--- src/rtl/input_conditioner.sv ---
// Input conditioner: 2-flop synchroniser, debounce FSM with a consecutive-cycle
// counter, and registered edge pulses. Drives the clean level A of the
// start/stop/clear control FSM.
// Optional macro INPUT_CONDITIONER_GLITCH_CNT_EN adds glitch_cnt_o, a saturating
// count of rejected glitches.

module input_conditioner #(
    parameter int unsigned DEBOUNCE_CYCLES = 16,
    parameter int unsigned CNT_W           = 5,
    parameter logic        INIT_LEVEL      = 1'b0
) (
    input  logic       clk_i,
    input  logic       rst_n,
    input  logic       a_raw_i,
    output logic       a_o,
    output logic       a_rise_o,
    output logic       a_fall_o,
    output logic       stable_o
`ifdef INPUT_CONDITIONER_GLITCH_CNT_EN
    ,
    output logic [7:0] glitch_cnt_o
`endif
);

    typedef enum logic [1:0] {
        StStableLo = 2'b00,
        StChkHi    = 2'b01,
        StStableHi = 2'b10,
        StChkLo    = 2'b11
    } state_e;

    localparam logic [CNT_W-1:0] CntLast  = CNT_W'(DEBOUNCE_CYCLES - 1);
    localparam state_e           StReset  = INIT_LEVEL ? StStableHi : StStableLo;

    logic             s1_q, s2_q;
    state_e           state_q, state_d;
    logic [CNT_W-1:0] cnt_q, cnt_d;
    logic             a_q, a_d;
    logic             rise_q, rise_d;
    logic             fall_q, fall_d;
    logic             stable_q, stable_d;

    // Two-flop synchroniser; only s2_q is ever looked at downstream.
    always_ff @(posedge clk_i) begin
        if (!rst_n) begin
            s1_q <= INIT_LEVEL;
            s2_q <= INIT_LEVEL;
        end else begin
            s1_q <= a_raw_i;
            s2_q <= s1_q;
        end
    end

    // Debounce next-state: a new level must persist DEBOUNCE_CYCLES samples.
    always_comb begin
        state_d = state_q;
        cnt_d   = cnt_q;
        a_d     = a_q;
        rise_d  = 1'b0;
        fall_d  = 1'b0;
        case (state_q)
            StStableLo: begin
                if (s2_q) begin
                    state_d = StChkHi;
                    cnt_d   = CNT_W'(1);
                end else begin
                    cnt_d = '0;
                end
            end
            StChkHi: begin
                if (!s2_q) begin
                    state_d = StStableLo;
                    cnt_d   = '0;
                end else if (cnt_q == CntLast) begin
                    state_d = StStableHi;
                    a_d     = 1'b1;
                    rise_d  = 1'b1;
                    cnt_d   = '0;
                end else begin
                    cnt_d = cnt_q + CNT_W'(1);
                end
            end
            StStableHi: begin
                if (!s2_q) begin
                    state_d = StChkLo;
                    cnt_d   = CNT_W'(1);
                end else begin
                    cnt_d = '0;
                end
            end
            StChkLo: begin
                if (s2_q) begin
                    state_d = StStableHi;
                    cnt_d   = '0;
                end else if (cnt_q == CntLast) begin
                    state_d = StStableLo;
                    a_d     = 1'b0;
                    fall_d  = 1'b1;
                    cnt_d   = '0;
                end else begin
                    cnt_d = cnt_q + CNT_W'(1);
                end
            end
            default: begin
                state_d = StStableLo;
                a_d     = 1'b0;
                cnt_d   = '0;
            end
        endcase
        stable_d = (state_d == StStableLo) || (state_d == StStableHi);
    end

    // Debounce state, level, pulse and stable registers.
    always_ff @(posedge clk_i) begin
        if (!rst_n) begin
            state_q  <= StReset;
            cnt_q    <= '0;
            a_q      <= INIT_LEVEL;
            rise_q   <= 1'b0;
            fall_q   <= 1'b0;
            stable_q <= 1'b1;
        end else begin
            state_q  <= state_d;
            cnt_q    <= cnt_d;
            a_q      <= a_d;
            rise_q   <= rise_d;
            fall_q   <= fall_d;
            stable_q <= stable_d;
        end
    end

    assign a_o      = a_q;
    assign a_rise_o = rise_q;
    assign a_fall_o = fall_q;
    assign stable_o = stable_q;

`ifdef INPUT_CONDITIONER_GLITCH_CNT_EN
    logic       abort;
    logic [7:0] glitch_q;

    assign abort = ((state_q == StChkHi) && !s2_q) || ((state_q == StChkLo) && s2_q);

    // Saturating count of checks that reverted before committing.
    always_ff @(posedge clk_i) begin
        if (!rst_n) begin
            glitch_q <= 8'd0;
        end else if (abort && (glitch_q != 8'hFF)) begin
            glitch_q <= glitch_q + 8'd1;
        end
    end

    assign glitch_cnt_o = glitch_q;
`endif

endmodule
--- config.mk ---
export PLATFORM = sky130hd
export DESIGN_NAME = input_conditioner
export DESIGN_NICKNAME = d
export VERILOG_FILES = /design/src/rtl/input_conditioner.sv
export SDC_FILE = /design/constraint.sdc
export NUM_CORES = 1
export LEC_CHECK = 0
export CORE_AREA = 3 3 40 42
export DETAILED_ROUTE_END_ITERATION = 6
export DIE_AREA = 0 0 43 45
export DONT_BUFFER_PORTS = 1
export RECOVER_POWER = 100
export SLEW_MARGIN = 20
export SYNTH_ARGS = -nofsm -noshare
export SYNTH_HDL_FRONTEND = slang
export SYNTH_SLANG_ARGS = --single-unit
--- constraint.sdc ---
create_clock -name clk_i -period 1.6 [get_ports clk_i]
set_input_delay 0.32 -clock clk_i [delete_from_list [all_inputs] [get_ports clk_i]]
set_output_delay 0.32 -clock clk_i [all_outputs]
set_load 0.01 [all_outputs]
== Word-level counts from Yosys, hierarchy flattened ==
Cells that the tools add are included.
Operators by class
  $add $sub $neg: 1
  multiply operators: 0
  divide/modulo/power cells: 0
  order comparisons: 0
  equal/unequal tests: 9
  shift-type cells: 0
  multiplexer cells: 19
  bitwise gates (word level): 2
  reductions and logical operators: 7
Operators with widths (count)
  one-hot mux 5 bit (4 select lines): 1
  2-to-1 mux 5 bit: 3
  2-to-1 mux 2 bit: 6
  != test 2 bit, second input constant: 4
  one-hot mux 2 bit (4 select lines): 1
  2-to-1 mux 1 bit: 7
  == test 2 bit, second input constant: 3
  adder 5 x 1 -> 5 bit, second input constant: 1
  == test 5 x 4 -> 1 bit, second input constant: 1
  AND reduction 5 bit: 1
  logical NOT 2 bit: 2
  AND reduction 3 bit: 1
  OR reduction 3 bit: 1
  == test 2 x 1 -> 1 bit, second input constant: 1
  inverter 1 bit: 2
  one-hot mux 1 bit (2 select lines): 1
  nonzero test 2 bit: 1
  logical OR 1 bit: 1
Word-level totals
  register bits after elaboration: 13
  latch bits: 0
  bits in writable memories: 0
  ROM bits: 0
  bits of input ports: 3
  memories kept: 0

== Depth between registers and ports, before layout ==
  depth in word-level cells: 6
  depth in mapped cells: 5
  mapped depth without buffers: 4

== Worst setup path before layout ==
OpenSTA, ideal clock, no wires.
  kind: flip-flop to flip-flop
  from: reg cnt_q[0]
  to: reg stable_q, in the netlist stable_o
  arrival: 1.178 ns
  required time: 1.480 ns
  path slack: 0.302 ns
  stages on the path, launching flop included: 6
  period minus slack after synthesis: 1.298 ns
  cell sequence: dfxtp_1 ha_1 and4b_1 buf_6 and2_4 or2_1
On the way
  word-level cells in the longest chain between the ends: 6
  elaborated cells on any way between the ends: 9
  classes of those cells: 2 x eq/ne; 5 x mux; 2 x reduce/logical
Ends and longest elaborated chain
  start: declaration: line 37  | logic [CNT_W-1:0] cnt_q, cnt_d;
  start signal: assignment: line 124  | cnt_q <= cnt_d;
  == test 5 x 4 -> 1 bit (*): line 74, 95
  2-to-1 mux 2 bit, on equally long branches: line 95, 74
  2-to-1 mux 2 bit, on equally long branches: line 92, 71
  one-hot mux 2 bit (4 select lines) (*): line 61  | case (state_q)
  == test 2 bit / logical NOT 2 bit (equally long branches): line 110  | stable_d = (state_d == StStableLo) || (state_d == StStableHi);
  logical OR 1 bit (*): line 110
  end signal: assignment: line 128  | stable_q <= stable_d;
  end: declaration: line 41  | logic stable_q, stable_d;
Every way passes the cells marked *; elsewhere a longest branch is shown, timed or not.
A chain may end at the register's enable or synchronous reset.

== Final worst setup path ==
  from: reg cnt_q[0]
  to: reg cnt_q[0]
On the way
  word-level cells in the longest chain between the ends: 4
  elaborated cells on any way between the ends: 6
  classes of those cells: 1 x add/sub; 1 x eq/ne; 4 x mux
Ends and longest elaborated chain (line)
  adder 5 x 1 -> 5 bit / == test 5 x 4 -> 1 bit (equally long branches)
  2-to-1 mux 5 bit (*): 74, 95
  2-to-1 mux 5 bit, on equally long branches: 92, 71
  one-hot mux 5 bit (4 select lines) (*): 61
Marks and branches as above.

==> flow_metrics.py <==
metrics = {
    "status": {
        "outcome": "completed",
    },
    "power": {
        "sequentialPowerShare_pct": 61.4,
        "sw_frac_of_total_pct": 21.8,
        "ir_drop_v": 0.000437,
        "p_comb_share_pct": 2.3,
        "intPower_mw": 0.430,
        "p_leak_nw": 0.201,
        "switchingPower_mw": 0.120,
        "cellPowerDensity_mw_per_mm2": 1030,
        "power.share.clock_pct": 36.3,
    },
    "logic_synthesis": {
        "synth-edff-count": 0,
        "synth_common_cells": "dfxtp_1, nor2_1, nand3_1",
        "yosys.area.top_type": "dfxtp_1",
        "synth_top_flop_cell": "dfxtp_1",
        "syn_inst": 46,
        "async_flop_share_pct": 0,
        "syn_nets": 50,
        "syn_area_um2": 509,
        "synth_top_area_share_pct": 51.1,
        "synth-seq-cells": 13,
        "ys_warn_count": 0,
        "synth_most_common_cell": "dfxtp_1",
        "synth.distinct_cells": 25,
        "synth_area_leaders": "dfxtp_1, nor4b_4, xor2_1, nand3_1, nor2_1",
        "yosysSeqAreaShare_pct": 51.1,
        "avgSynthCellArea_um2": 11.1,
    },
    "floorplanning": {
        "num_io_pins": 7,
        "die_h_um": 45,
        "die_area_mm2": 0.00194,
        "initial_core_util_pct": 39.6,
        "coreArea_mm2": 0.00128,
        "die_w_um": 43,
        "num_rows": 13,
    },
    "sta": {
        "skew_ns": 0.00577,
        "fmax_mhz": 767,
        "drv_slew": 0,
        "setup-tns-final_ns": 0,
        "hold_viol": 0,
        "relSlewSlack_pct": 84.7,
        "setup_viol": 0,
        "rsz0062_at_grt": "no",
        "worst_pin_slew_ns": 0.230,
        "hold-worst-slack_ns": 0.162,
        "min_period_ns": 1.30,
        "post-route-period-util_pct": 81.5,
    },
    "worst_setup_path": {
        "r2r_start": "cnt_q[0]$_SDFF_PN0_",
        "slowest_stage": "dfxtp_1",
        "cp-start-kind": "flop",
        "end_kind": "flop",
        "crit_chain": "ha_1 > and4b_1 > clkbuf_1 > o21a_1 > nor2_1",
        "worstPathMaxFanout": 5,
        "rrSetupSlack_ns": 0.30,
        "arrival_ns": 1.48,
        "cp_slowest_stage_delay_ns": 0.36,
        "cp.required_ns": 1.77,
        "crit_type": "reg2reg",
        "reg2reg_to": "cnt_q[0]$_SDFF_PN0_",
        "worst-path-buf-inv": 1,
        "critical-path-top-delay-family": "flip-flops",
        "reg2reg_depth": 5,
    },
    "clock_network": {
        "cts-root-buf": "clkbuf_4",
        "cts_resized": 0,
        "cts_buffers": 3,
        "htreeDepth": 1,
        "cts_hold_buf": 0,
        "cts_tree": "built",
        "clock-sinks": 13,
        "postCtsSetupRepairBufs": 0,
        "clk_pin_slew_ns": 0.08,
        "clk-insertion-delay-late_ns": 0.27,
        "clk_path_buf_depth": 2,
    },
    "placed_design": {
        "dp_hpwl_um": 549,
        "gp_congestion": 0.682,
        "numPortBuffers": 0,
        "dpl_cell_area_um2": 524,
    },
    "layout": {
        "diodes": 0,
        "stdcell_area_um2": 533,
        "layout-drive-gt1-share_pct": 16.0,
        "n_fill_cell": 136,
        "nets": 55,
        "area_growth_pct": 4.67,
    },
    "detailed_routing": {
        "drt_iter0_markers": 1,
        "num_vias": 322,
        "drc": 0,
        "first_pass_iters": 2,
        "post_drt_wl_per_cell_um": 11.2,
        "wirelength_um": 731,
        "final_antenna_net_count": 0,
        "viasPerCell": 4.95,
    },
    "global_route": {
        "track_usage_pct": 9.46,
        "grt-ovfl-total": 0,
        "grt_pass1_wl_mm": 1.32,
        "antenna_found_initial": 0,
        "grt_start_max_net_pins": 9,
        "grt_pass1_vias": 321,
    },
    "hold_path": {
        "min_to": "s1_q$_SDFF_PN0_",
        "whs_path_depth": 1,
        "hold_path_class": "in2reg",
        "hold_start": "rst_n",
    },
    "job": {
        "max_cap_viol_count": 0,
    },
}
## placed cells by master (no fill, tap or decap), types with 2 or more instances in the layout
master | netlist | final
and2_1 | 2 | 2
dfxtp_1 | 13 | 13
nand2_1 | 2 | 2
nor2_1 | 4 | 4
xor2_1 | 2 | 2
nand3_1 | 3 | 4
inv_1 | 2 | 2
clkbuf_4 | 0 | 3
## stage by stage
stage / utilization (%) / setup WS, ns / total power, mW / std cells
CTS: 42.9 / 0.270 / 0.568 / 65
global route: 41.5 / 0.159 / 0.580 / 65
detailed placement: 40.8 / 0.277 / 0.358 / 61
finish: 41.5 / 0.296 / 0.550 / 65
floorplan: - / 0.302 / 0.355 / 46
global placement: 40.8 / 0.280 / 0.358 / 61
## registers in the layout, indices dropped and copies added, names as in the netlist
signal / count
s2_q: 1
cnt_q: 5
a_o: 1
s1_q: 1
a_fall_o: 1
state_q: 2
stable_o: 1
a_rise_o: 1
## logic make-up (layout without fill, tap and decap cells)
group,count (synthesis),count (layout),synth area share [%]
simple gates,21,21,29.5
flops,13,13,51.1
compound gates,5,5,8.11
xor+xnor,3,3,5.16
buf+inv,3,7,3.69
fa+ha+maj,1,1,2.46
## metal layers
layer  part of all wire, %  up-vias  GRT usage, %
li1                      -      167             -
met1                    41      147          9.54
met2                    52        8          15.3
met5                     0        -             0
met4                     0        0          3.61
met3                   7.1        0          6.77
## worst register-to-register path, delay by kind of cell (launching register included)
kind	cells	cell delay [ns]
AOI/OAI and AO/OA	1	0.13
adders and majority gates	1	0.20
buffers and inverters	1	0.19
DFF	1	0.36
and+or+nand+nor	2	0.33
## power by group through the flow
stage          Sequential [mW]  Clock [mW]  Combinational [mW]
2_1_floorplan            0.344           0              0.0119
3_3_place_gp             0.345           0              0.0128
3_5_place_dp             0.345           0              0.0131
4_1_cts                  0.338       0.217              0.0136
5_1_grt                  0.339       0.226              0.0154
6_report                 0.337       0.200              0.0127
## cell type report
class / instances / area, um^2 / area share, %
flip-flops and latches: 13 / 260 / 48.8
inverters: 2 / 7.51 / 1.41
clock inverters: 1 / 5.00 / 0.939
clock buffers: 3 / 22.5 / 4.23
repair buffers: 1 / 3.75 / 0.704
multi-input cells: 30 / 215 / 40.4
well taps: 15 / 18.8 / 3.52
## worst max-delay path by stage
stage	from	to	slack, ns	cells after the start
floorplan	cnt_q[0]$_SDFF_PN0_	stable_o$_SDFF_PN1_	0.30	5
global route	cnt_q[0]$_SDFF_PN0_	cnt_q[0]$_SDFF_PN0_	0.16	5
global placement	cnt_q[0]$_SDFF_PN0_	a_fall_o$_SDFF_PP0_	0.28	4
finish	cnt_q[0]$_SDFF_PN0_	cnt_q[0]$_SDFF_PN0_	0.30	5
detailed placement	cnt_q[0]$_SDFF_PN0_	a_fall_o$_SDFF_PP0_	0.28	4
CTS	cnt_q[0]$_SDFF_PN0_	a_fall_o$_SDFF_PP0_	0.27	4
Note: power is estimated with default switching activity, not from simulation.
